$ cat src/rtl/avalon_seg_display_ctrl_if.sv
// Avalon-MM slave bus bundle for the seven-segment display controller.
interface avalon_seg_display_ctrl_if;
  logic [3:0] avms_address_i;
  logic       avms_write_i;
  logic [7:0] avms_writedata_i;
  logic       avms_read_i;
  logic [7:0] avms_readdata_o;
  logic       avms_readdatavalid_o;

  modport slave (
    input  avms_address_i, avms_write_i, avms_writedata_i, avms_read_i,
    output avms_readdata_o, avms_readdatavalid_o
  );

  modport master (
    output avms_address_i, avms_write_i, avms_writedata_i, avms_read_i,
    input  avms_readdata_o, avms_readdatavalid_o
  );
endinterface

$ cat src/rtl/avalon_seg_display_ctrl.sv
// Avalon-MM register block driving NUM_SEGMENT active-low seven-segment digits
// with hex/raw modes, per-digit enable and blink, and global PWM brightness.
module avalon_seg_display_ctrl #(
  parameter int unsigned NUM_SEGMENT       = 6,
  parameter int unsigned PWM_W             = 4,
  parameter int unsigned BLINK_HALF_PERIOD = 25_000_000
) (
  input  logic                        clk,
  input  logic                        rst,
  avalon_seg_display_ctrl_if.slave    avms,
  output logic [NUM_SEGMENT*7-1:0]    segment_symbol_o
);

  localparam int unsigned SEG_W   = NUM_SEGMENT * 7;
  localparam int unsigned BLINK_W = (BLINK_HALF_PERIOD > 2) ? $clog2(BLINK_HALF_PERIOD) : 1;
  localparam logic [BLINK_W-1:0] BLINK_LAST = BLINK_W'(BLINK_HALF_PERIOD - 1);

  localparam logic [3:0] ADDR_ENABLE = 4'd8;
  localparam logic [3:0] ADDR_BLINK  = 4'd9;
  localparam logic [3:0] ADDR_RAW    = 4'd10;
  localparam logic [3:0] ADDR_BRIGHT = 4'd11;

  logic [6:0]             digit_q [NUM_SEGMENT];
  logic [6:0]             digit_d [NUM_SEGMENT];
  logic [NUM_SEGMENT-1:0] enable_q, enable_d;
  logic [NUM_SEGMENT-1:0] blink_q, blink_d;
  logic [NUM_SEGMENT-1:0] raw_q, raw_d;
  logic [PWM_W-1:0]       bright_q, bright_d;
  logic [PWM_W-1:0]       pwm_cnt_q, pwm_cnt_d;
  logic [BLINK_W-1:0]     blink_cnt_q, blink_cnt_d;
  logic                   blink_phase_q, blink_phase_d;
  logic [7:0]             rdata_q, rdata_d;
  logic                   rvalid_q, rvalid_d;
  logic [SEG_W-1:0]       seg_q, seg_d;

  logic [7:0] rdata_c;
  logic       pwm_on_c;
  logic       unused_ok;

  assign unused_ok = ^avms.avms_writedata_i;

  function automatic logic [6:0] hex_decode(input logic [3:0] v);
    case (v)
      4'h0: return 7'h40;
      4'h1: return 7'h79;
      4'h2: return 7'h24;
      4'h3: return 7'h30;
      4'h4: return 7'h19;
      4'h5: return 7'h12;
      4'h6: return 7'h02;
      4'h7: return 7'h78;
      4'h8: return 7'h00;
      4'h9: return 7'h10;
      4'hA: return 7'h08;
      4'hB: return 7'h03;
      4'hC: return 7'h46;
      4'hD: return 7'h21;
      4'hE: return 7'h06;
      default: return 7'h0E;
    endcase
  endfunction

  // Readback mux; unmapped addresses fall through to zero.
  always_comb begin
    rdata_c = 8'h00;
    for (int k = 0; k < NUM_SEGMENT; k++) begin
      if (avms.avms_address_i == 4'(k)) rdata_c = 8'(digit_q[k]);
    end
    case (avms.avms_address_i)
      ADDR_ENABLE: rdata_c = 8'(enable_q);
      ADDR_BLINK:  rdata_c = 8'(blink_q);
      ADDR_RAW:    rdata_c = 8'(raw_q);
      ADDR_BRIGHT: rdata_c = 8'(bright_q);
      default:     ;
    endcase
  end

  always_comb begin
    digit_d       = digit_q;
    enable_d      = enable_q;
    blink_d       = blink_q;
    raw_d         = raw_q;
    bright_d      = bright_q;
    pwm_cnt_d     = pwm_cnt_q + PWM_W'(1);
    blink_cnt_d   = blink_cnt_q + BLINK_W'(1);
    blink_phase_d = blink_phase_q;
    rdata_d       = rdata_q;
    rvalid_d      = 1'b0;
    seg_d         = '1;
    pwm_on_c      = (bright_q == '1) || (pwm_cnt_q < bright_q);

    if (blink_cnt_q == BLINK_LAST) begin
      blink_cnt_d   = '0;
      blink_phase_d = ~blink_phase_q;
    end

    if (avms.avms_write_i) begin
      for (int k = 0; k < NUM_SEGMENT; k++) begin
        if (avms.avms_address_i == 4'(k)) digit_d[k] = 7'(avms.avms_writedata_i);
      end
      case (avms.avms_address_i)
        ADDR_ENABLE: enable_d = NUM_SEGMENT'(avms.avms_writedata_i);
        ADDR_BLINK:  blink_d  = NUM_SEGMENT'(avms.avms_writedata_i);
        ADDR_RAW:    raw_d    = NUM_SEGMENT'(avms.avms_writedata_i);
        ADDR_BRIGHT: bright_d = PWM_W'(avms.avms_writedata_i);
        default:     ;
      endcase
    end else if (avms.avms_read_i) begin
      // A read colliding with a write is dropped so the write always wins.
      rvalid_d = 1'b1;
      rdata_d  = rdata_c;
    end

    for (int k = 0; k < NUM_SEGMENT; k++) begin
      if (enable_q[k] && pwm_on_c && !(blink_q[k] && blink_phase_q)) begin
        seg_d[7*k +: 7] = raw_q[k] ? digit_q[k] : hex_decode(digit_q[k][3:0]);
      end
    end
  end

  always_ff @(posedge clk or posedge rst) begin
    if (rst) begin
      digit_q       <= '{default: '0};
      enable_q      <= '1;
      blink_q       <= '0;
      raw_q         <= '0;
      bright_q      <= '1;
      pwm_cnt_q     <= '0;
      blink_cnt_q   <= '0;
      blink_phase_q <= 1'b0;
      rdata_q       <= 8'h00;
      rvalid_q      <= 1'b0;
      seg_q         <= '1;
    end else begin
      digit_q       <= digit_d;
      enable_q      <= enable_d;
      blink_q       <= blink_d;
      raw_q         <= raw_d;
      bright_q      <= bright_d;
      pwm_cnt_q     <= pwm_cnt_d;
      blink_cnt_q   <= blink_cnt_d;
      blink_phase_q <= blink_phase_d;
      rdata_q       <= rdata_d;
      rvalid_q      <= rvalid_d;
      seg_q         <= seg_d;
    end
  end

  assign avms.avms_readdata_o      = rdata_q;
  assign avms.avms_readdatavalid_o = rvalid_q;
  assign segment_symbol_o          = seg_q;

endmodule

$ cat src/flat_wrapper.sv
// flat-port wrapper written by rule: the top's interface ports become plain ports
module avalon_seg_display_ctrl_flat 
#(
  parameter int unsigned NUM_SEGMENT       = 6,
  parameter int unsigned PWM_W             = 4,
  parameter int unsigned BLINK_HALF_PERIOD = 25_000_000
)
  (clk, rst, segment_symbol_o, avms_avms_address_i, avms_avms_write_i, avms_avms_writedata_i, avms_avms_read_i, avms_avms_readdata_o, avms_avms_readdatavalid_o);
  avalon_seg_display_ctrl_if avms_i ();
  input  logic clk;
  input  logic rst;
  output logic [NUM_SEGMENT*7-1:0] segment_symbol_o;
  input wire logic [$bits(avms_i.avms_address_i)-1:0] avms_avms_address_i;
  input wire logic [$bits(avms_i.avms_write_i)-1:0] avms_avms_write_i;
  input wire logic [$bits(avms_i.avms_writedata_i)-1:0] avms_avms_writedata_i;
  input wire logic [$bits(avms_i.avms_read_i)-1:0] avms_avms_read_i;
  output wire logic [$bits(avms_i.avms_readdata_o)-1:0] avms_avms_readdata_o;
  output wire logic [$bits(avms_i.avms_readdatavalid_o)-1:0] avms_avms_readdatavalid_o;
  assign avms_i.avms_address_i = avms_avms_address_i;
  assign avms_i.avms_write_i = avms_avms_write_i;
  assign avms_i.avms_writedata_i = avms_avms_writedata_i;
  assign avms_i.avms_read_i = avms_avms_read_i;
  assign avms_avms_readdata_o = avms_i.avms_readdata_o;
  assign avms_avms_readdatavalid_o = avms_i.avms_readdatavalid_o;
  avalon_seg_display_ctrl #(.NUM_SEGMENT(NUM_SEGMENT), .PWM_W(PWM_W), .BLINK_HALF_PERIOD(BLINK_HALF_PERIOD)) u_core (.clk(clk), .rst(rst), .avms(avms_i), .segment_symbol_o(segment_symbol_o));
endmodule
$ cat config.mk
export PLATFORM = sky130hd
export DESIGN_NAME = avalon_seg_display_ctrl_flat
export DESIGN_NICKNAME = d
export VERILOG_FILES = /design/src/rtl/avalon_seg_display_ctrl_if.sv /design/src/rtl/avalon_seg_display_ctrl.sv /design/src/flat_wrapper.sv
export SDC_FILE = /design/constraint.sdc
export NUM_CORES = 1
export LEC_CHECK = 0
export CAP_MARGIN = 15
export CORE_UTILIZATION = 50
export CTS_BUF_LIST = sky130_fd_sc_hd__clkbuf_4 sky130_fd_sc_hd__clkbuf_8
export CTS_CLUSTER_DIAMETER = 120
export DETAILED_ROUTE_END_ITERATION = 16
export PLACE_DENSITY = 0.73
export SLEW_MARGIN = 30
export SYNTH_ARGS = -nofsm -noshare
export SYNTH_HDL_FRONTEND = slang
export SYNTH_SLANG_ARGS = --single-unit
$ cat constraint.sdc
create_clock -name clk -period 5.7 [get_ports clk]
set_input_delay 1.14 -clock clk [delete_from_list [all_inputs] [get_ports clk]]
set_output_delay 1.14 -clock clk [all_outputs]
set_load 0.01 [all_outputs]
# Word level (Yosys, flattened, before mapping)
# Memory sizes are Yosys's and may differ from the RTL's.
# Cells that the tools add are included.
# op_classes
reduce_logical	37
addsub	2
eq_ne	11
bitwise	2
n_lt_le_gt_ge	1
n_mux	22
# op_table
cell	count
7-bit two-way mux	18
7-bit case mux with 4 select lines	1
25-bit by 1-bit adder with 25-bit output, second input constant	1
25-bit == test, second input constant	1
25-bit two-way mux	1
2-bit AND reduction	11
4-bit == test, second input constant	5
1-bit logical AND	18
4-bit by 2-bit == test with 1-bit output, second input constant	2
4-bit by 3-bit == test with 1-bit output, second input constant	2
1-bit logical NOT	6
4-bit by 1-bit adder with 4-bit output, second input constant	1
4-bit by 1-bit == test with 1-bit output, second input constant	1
4-bit logical NOT	1
4-bit < comparator	1
1-bit two-way mux	2
1-bit inverter	2
1-bit logical OR	1
# word_totals
memories	6
ff_bits	145
romBits	672
out_inout_bits	51
in_bits	16
# memory_table
memory	words	width	rd	rd_clocked_by_memory_dff	wr	line	rtl
(name not given)	16	7	1	0	0	avalon_seg_display_ctrl.sv:43	case (v)
(name not given)	16	7	1	0	0	avalon_seg_display_ctrl.sv:43	
(name not given)	16	7	1	0	0	avalon_seg_display_ctrl.sv:43	
(name not given)	16	7	1	0	0	avalon_seg_display_ctrl.sv:43	
(name not given)	16	7	1	0	0	avalon_seg_display_ctrl.sv:43	
(name not given)	16	7	1	0	0	avalon_seg_display_ctrl.sv:43	

# Depth between registers and ports, before layout
# Gate-level depths: netlist of the first run.
# logic_depth
ltp_word	8
mapped_depth	7

# Worst setup path before layout of the first run
# No wires, ideal clock.
# synth_timing
path_type	input -> register
startpoint	in avms_avms_address_i[2]
endpoint	reg u_core.digit_q[0] (netlist bit)
required_ps	5575
path_slack_ps	3164
n_path_buf	2
path_stages	6
setup_ps	125
arrival_time_ps	2411
cell_sequence	buf_2 -> or3b_2 -> buf_2 -> nor2_4 -> nand2_2 -> mux2_2
# synth_via
elab_chain_cells	2
# synth_rtl
item	line	rtl
start: declaration	flat_wrapper.sv:13	input wire logic [$bits(avms_i.avms_address_i)-1:0] avms_avms_address_i;
4-bit by 3-bit == test with 1-bit output	avalon_seg_display_ctrl.sv:99	if (avms.avms_address_i == 4'(k)) digit_d[k] = 7'(avms.avms_writedata_i);
2-bit AND reduction (no line)	n/a	
end signal: assignment	avalon_seg_display_ctrl.sv:135	digit_q <= digit_d;
end: declaration	avalon_seg_display_ctrl.sv:23	logic [6:0] digit_q [NUM_SEGMENT];
# Every way passes these cells.
# A chain may end at the register's enable or synchronous reset.

# Worst setup path in the final report of the first run
# layout_timing
startpoint	in avms_avms_address_i[1]
endpoint	reg u_core.raw_q[1]
# layout_via
elab_chain_cells	2
# layout_rtl
item	line	rtl
4-bit == test	avalon_seg_display_ctrl.sv:101	case (avms.avms_address_i)
2-bit AND reduction (no line)	n/a	
end signal: assignment	avalon_seg_display_ctrl.sv:138	raw_q <= raw_d;
end: declaration	avalon_seg_display_ctrl.sv:27	logic [NUM_SEGMENT-1:0] raw_q, raw_d;
# Every way passes these cells.

==> run metrics, run 1 <==
Worst R2R Path Depth 6; worst path bufs/invs 1; Area Overhead vs Synth 15.2%; largest net degree at the start of global routing 111; PortBufs 64; CP max FO 24; final std cells w/o fill 1028; post-synthesis register bit count 144; type of the worst setup path input port to flip-flop; hold path depth 1; via count 5925; Top FF cell, synth dfrtp_1; Top delay family on crit path buffers and inverters; Synth cell types 54; dpl hpwl 12.5 mm; I/O pins 67; synthesized area per cell 10.3 µm²; vias in the first global route 5864; Mapped Cells 763; Mapped Area 0.00789 mm²; antenna violations before repair 0; Power, Total 3.45 mW; Worst Setup End Kind flip-flop; Critical Path AT 3.61 ns; measured slew at the worst slew-check pin 0.880 ns; hold crit path type flip-flop to flip-flop; die area 0.0163 mm²; CTS Buf Count 17; clock sink count 144; layout cells sized above 1 20.8%; Pre-Repair DR Iteration Count 5; DR DRC count 0; hold slack final 0.486 ns; placed inst area 0.00863 mm²; ANT cells 0; PnR worst setup slack 2.44 ns; design area 0.00908 mm²; Slew Limit Headroom 41.2%; Clk pin slew, worst setup/hold paths 0.08 ns; final period utilization 57.2%; core area 0.0153 mm²; R2R Path Start u_core.bright_q[1]; post-CTS setup buffers 0; GR Overflow Total 0; die width 128 µm; Final #Nets 861; fillers 1252; Layout Skew 0.00935 ns; post-CTS sizing 0; peak supply drop 212 µV; crit path cell chain clkdlybuf4s50_1 > nor2b_1 > and3_1 > mux2_2; DR iter-0 viols 457; Initial Util 51.5%; ys async rst share 100%; Ys Warns 0; die height 128 µm; highest-delay cell along the critical path clkdlybuf4s50_1; final core occ 59.3%; CTS Hold Bufs 0; Leak 3.84 nW; Fin. Hold Viols 0; post-DR wirelength/cell 17.5 µm; EDFF count, synth 0; Tmin final 3.26 ns; Synth Net Count 820; placed cells 996; setup violators final 0; Via density 5.76; post-synthesis sequential area ratio 46.5%; Fmax 306 MHz; clk root buf clkbuf_8; Endpoint, Worst Hold u_core.pwm_cnt_q[0]; WP data required 6.05 ns; CTS tree yes; pins over their slew limit 0; Hold Crit Start u_core.pwm_cnt_q[0]; R2R Path End u_core.segment_symbol_o[24]; status finished, final reports clean; Max Cap Violations 0; dpl ws 2.00 ns; Placer Congestion 0.938; post-route ant nets 0; CTS Buffer Depth 2; r2r setup slk 3.35 ns; Crit path largest cell delay 1.05 ns; P per Cell Area 380 mW/mm²; final WL 18.0 mm; setup TNS 0 ns; row count 45; RSZ-0062 raised after global routing false; overall global routing resource usage 23.5%; first-pass GRT wire length 29.4 mm; startpoint type of the worst setup path input port; # H-tree levels 4; clock latency on the worst-skew pair 0.46 ns
==> layout make-up <==
type / instances / area (µm²) / area share, %
multi-input combinational: 548 / 3940 / 43.4
sequential: 144 / 3670 / 40.4
timing repair buffer: 66 / 651 / 7.16
tap: 211 / 264 / 2.91
clock buffer: 17 / 234 / 2.58
clock inverter: 15 / 216 / 2.38
inverter: 27 / 109 / 1.20
==> flip-flops by register name, indices dropped and copies added, names as in the netlist <==
name and flops:
u_core.blink_phase_q 1, u_core.enable_q 6, u_core.avms.avms_readdata_o 7, u_core.digit_q 42, u_core.bright_q 4, u_core.raw_q 6, u_core.blink_q 6, u_core.blink_cnt_q 25
u_core.segment_symbol_o 42, u_core.pwm_cnt_q 4, u_core.avms.avms_readdatavalid_o 1
==> worst reg2reg max path: stages, from the launching register on <==
cell      delay, ns
dfstp_2        0.55
inv_1          0.06
ha_1           0.26
a21o_1         0.16
a21o_1         0.26
a21oi_1        0.63
o311ai_0       0.29
==> power breakdown <==
| part | internal (mW) | switching [mW] |
|---|---|---|
| logic | 0.511 | 0.464 |
| registers | 1.31 | 0.254 |
| clock network | 0.518 | 0.397 |
==> cells in the mapped netlist, drive strengths merged, types with 4 or more instances <==
cell	number	area share, %
o22ai	5	0.40
a31oi	11	0.87
xor2	12	1.3
nand2	86	4.1
dfstp	52	17
inv	26	1.2
a2bb2oi	4	0.44
nor3	6	0.38
buf	7	0.48
nor2	66	3.3
nor2b	12	0.95
nand3	17	1.1
mux2i	31	3.9
o21ai	48	3.0
mux4	6	1.7
xnor2	13	1.4
ha	41	6.5
o311ai	12	1.3
o221ai	4	0.44
dfrtp	92	29
a21oi	28	1.8
nor4	5	0.75
nand2b	21	1.7
clkbuf	37	1.8
o21a	5	0.48
mux2	61	8.7
a21o	5	0.48
nand4	7	0.71
o211ai	11	1.0
==> routing by layer <==
metal / share of wire [%] / vias to the layer above / track usage, %
li1: - / 2759 / -
met1: 43 / 2926 / 29.4
met2: 49 / 197 / 38.3
met3: 5.8 / 43 / 5.53
met4: 2.8 / 0 / 12.0
met5: 0 / - / 0
==> worst max-delay path by stage <==
| stage | from | end | slack (ns) | depth (start not counted) |
|---|---|---|---|---|
| floorplan | rst | u_core.avms.avms_readdata_o[0] | 0.78 | 1 |
| finish | avms_avms_address_i[1] | u_core.raw_q[1] | 2.44 | 4 |
| global route | avms_avms_address_i[1] | u_core.raw_q[5] | 2.32 | 4 |
| global placement | avms_avms_address_i[0] | u_core.blink_q[1] | 2.02 | 5 |
| detailed placement | avms_avms_address_i[0] | u_core.blink_q[4] | 2.00 | 5 |
| CTS | avms_avms_address_i[0] | u_core.raw_q[1] | 2.47 | 4 |
==> logic make-up (layout without fill, tap and decap cells) <==
group	Yosys count	after routing	synth area share, %
other	1	1	0.0476
AO/OA/AOI/OAI	144	144	11.5
adder cells (fa/ha/maj)	41	41	6.51
multiplexers	98	98	14.4
XOR/XNOR	25	25	2.78
flip-flops	144	144	46.5
buffers and inverters	71	125	3.52
AND/OR/NAND/NOR	239	239	14.8
==> cell usage in the layout (no fill, tap or decap), types with 4 or more instances in the layout <==
| cell | n |
|---|---|
| nor2_1 | 62 |
| mux2_2 | 61 |
| o311ai_0 | 12 |
| bufinv_16 | 5 |
| o21ai_0 | 48 |
| a21oi_1 | 28 |
| clkbuf_8 | 17 |
| a2bb2oi_1 | 4 |
| nand2_1 | 85 |
| o21a_1 | 5 |
| o221ai_1 | 4 |
| a31oi_1 | 11 |
| inv_1 | 25 |
| a21o_1 | 5 |
| nor2b_1 | 12 |
| xnor2_1 | 13 |
| nand3_1 | 17 |
| nor3_1 | 6 |
| o211ai_1 | 11 |
| nand2b_1 | 21 |
| clkinv_2 | 5 |
| xor2_1 | 12 |
| dfrtp_1 | 92 |
| mux4_2 | 6 |
| ha_1 | 41 |
| nand4_1 | 5 |
| o22ai_1 | 5 |
| clkdlybuf4s50_1 | 63 |
| dfstp_2 | 52 |
| mux2i_1 | 31 |
Power figures use the tool's default switching activity.
==> run 2, diff against run 1 <==
==> constraint.sdc (replaced) <==
create_clock -name clk -period 3.28 [get_ports clk]
set_input_delay 0.656 -clock clk [delete_from_list [all_inputs] [get_ports clk]]
set_output_delay 0.656 -clock clk [all_outputs]
set_load 0.01 [all_outputs]
==> run metrics, run 2 (synthesis gave the netlist of run 1 again) <==
status finished, final reports clean; setup violators final 0 (unchanged); I/O pins 67 (unchanged); Worst Setup End Kind flip-flop; post-CTS setup buffers 0 (unchanged); DR iter-0 viols 498 (+9.0%); R2R Path Start u_core.bright_q[1]; Layout Skew 0.0173 ns (+0.00791 ns); P per Cell Area 641 mW/mm² (+69%); GR Overflow Total 0 (unchanged); RSZ-0062 raised after global routing false; layout cells sized above 1 21.2% (+0.36 points); CTS Buf Count 17 (unchanged); most common cell after layout, fill and taps aside dfrtp_1; R2R Path End u_core.segment_symbol_o[16]; pins over their slew limit 0 (unchanged); clock sink count 144 (unchanged); dpl hpwl 12.7 mm (+1.7%); type of the worst setup path input port to flip-flop; Max Cap Violations 0 (unchanged); most frequent cells in the layout 92 x dfrtp_1, 85 x nand2_1, 64 x clkdlybuf4s50_1; Via density 5.69 (-1.3%); design area 0.00909 mm² (+0.15%); ANT cells 0 (unchanged); Fin. Hold Viols 0 (unchanged); first-pass GRT wire length 29.6 mm (+0.68%); post-DR wirelength/cell 17.4 µm (-0.47%); overall global routing resource usage 23.5% (-0.049 points); Final #Nets 866 (+0.58%); placed inst area 0.00869 mm² (+0.71%); DR DRC count 0 (unchanged); measured slew at the worst slew-check pin 0.735 ns (-0.145 ns); CTS Buffer Depth 2 (unchanged); row count 45 (unchanged); r2r setup slk 0.97 ns (-2.38 ns); Endpoint, Worst Hold u_core.pwm_cnt_q[0]; peak supply drop 351 µV (+66%); clk root buf clkbuf_8; via count 5877 (-0.81%); Placer Congestion 0.898 (-4.3%); Hold Crit Start u_core.pwm_cnt_q[0]; hold crit path type flip-flop to flip-flop; antenna violations before repair 0 (unchanged); CTS tree yes; final WL 18.0 mm (about the same); Area Overhead vs Synth 15.3%; WP data required 3.67 ns (-2.38 ns); CTS Hold Bufs 0 (unchanged); # H-tree levels 4 (unchanged); post-CTS sizing 0 (unchanged); Critical Path AT 2.71 ns (-0.90 ns); Slew Limit Headroom 50.9% (+9.8 points); Tmin final 2.32 ns; CP max FO 17 (-29%); hold slack final 0.477 ns (-0.00908 ns); startpoint type of the worst setup path input port; final period utilization 70.7%; clock latency on the worst-skew pair 0.46 ns (about the same); die area 0.0163 mm² (unchanged); Clk pin slew, worst setup/hold paths 0.08 ns (about the same); Pre-Repair DR Iteration Count 6 (+1); hold path depth 1 (unchanged); die width 128 µm (unchanged); core area 0.0153 mm² (unchanged); largest net degree at the start of global routing 46 (-59%); post-route ant nets 0 (unchanged); PortBufs 64 (unchanged); Worst R2R Path Depth 6 (unchanged); die height 128 µm (unchanged); Fmax 431 MHz; Leak 3.86 nW (+0.44%); vias in the first global route 5873 (+0.15%); Initial Util 51.5% (unchanged); setup TNS 0 ns (unchanged)
[run 2: cell type report]
| class | count | area [µm²] |
|---|---|---|
| Timing Repair Buffer | 71 | 718 |
| Clock buffer | 26 | 320 |
| Inverter | 27 | 105 |
| Sequential cell | 144 | 3670 |
| Fill cell | 1258 | 6220 |
| Tap cell | 211 | 264 |
| Clock inverter | 6 | 80.1 |
| Multi-Input combinational cell | 548 | 3940 |
[run 2: per-stage QoR]
step           utilization, %  setup slack, ns  std cells  power, mW
2_1_floorplan               -            0.861        763       3.71
3_3_place_gp             56.8            0.619       1001       4.34
3_5_place_dp             56.8            0.523       1001       4.42
4_1_cts                  59.4            0.978       1033       5.85
5_1_grt                  59.4            0.827       1033       6.17
6_report                 59.4            0.962       1033       5.83
[run 2: critical path, cell delays in order]
cell,delay (ns)
clkdlybuf4s50_1,0.53
buf_4,0.26
nor3b_1,0.52
a21oi_1,0.11
a2bb2oi_1,0.18
or2_2,0.32
a21oi_1,0.12
[run 2: power breakdown]
part	switching, mW	internal [mW]
logic	0.800	0.895
registers	0.441	2.27
clock network	0.640	0.783
total	1.88	3.95
[run 2: how the worst max path moves through the flow]
stage          cells past startpoint              startpoint                             end
2_1_floorplan                      1                     rst  u_core.avms.avms_readdata_o[0]
3_3_place_gp                       4  avms_avms_address_i[1]                 u_core.raw_q[1]
3_5_place_dp                       7  avms_avms_address_i[1]  u_core.avms.avms_readdata_o[0]
4_1_cts                            6      u_core.bright_q[1]     u_core.segment_symbol_o[30]
5_1_grt                            7  avms_avms_address_i[1]  u_core.avms.avms_readdata_o[0]
6_report                           7  avms_avms_address_i[1]  u_core.avms.avms_readdata_o[0]
[run 2: per-layer routing]
layer  track usage [%]  part of all wire, %  routed length, µm
met1              30.7                   44               7920
met2              38.6                   49               8800
met3              4.44                  4.9                889
met4              9.55                  2.1                371
met5                 0                    0                  0
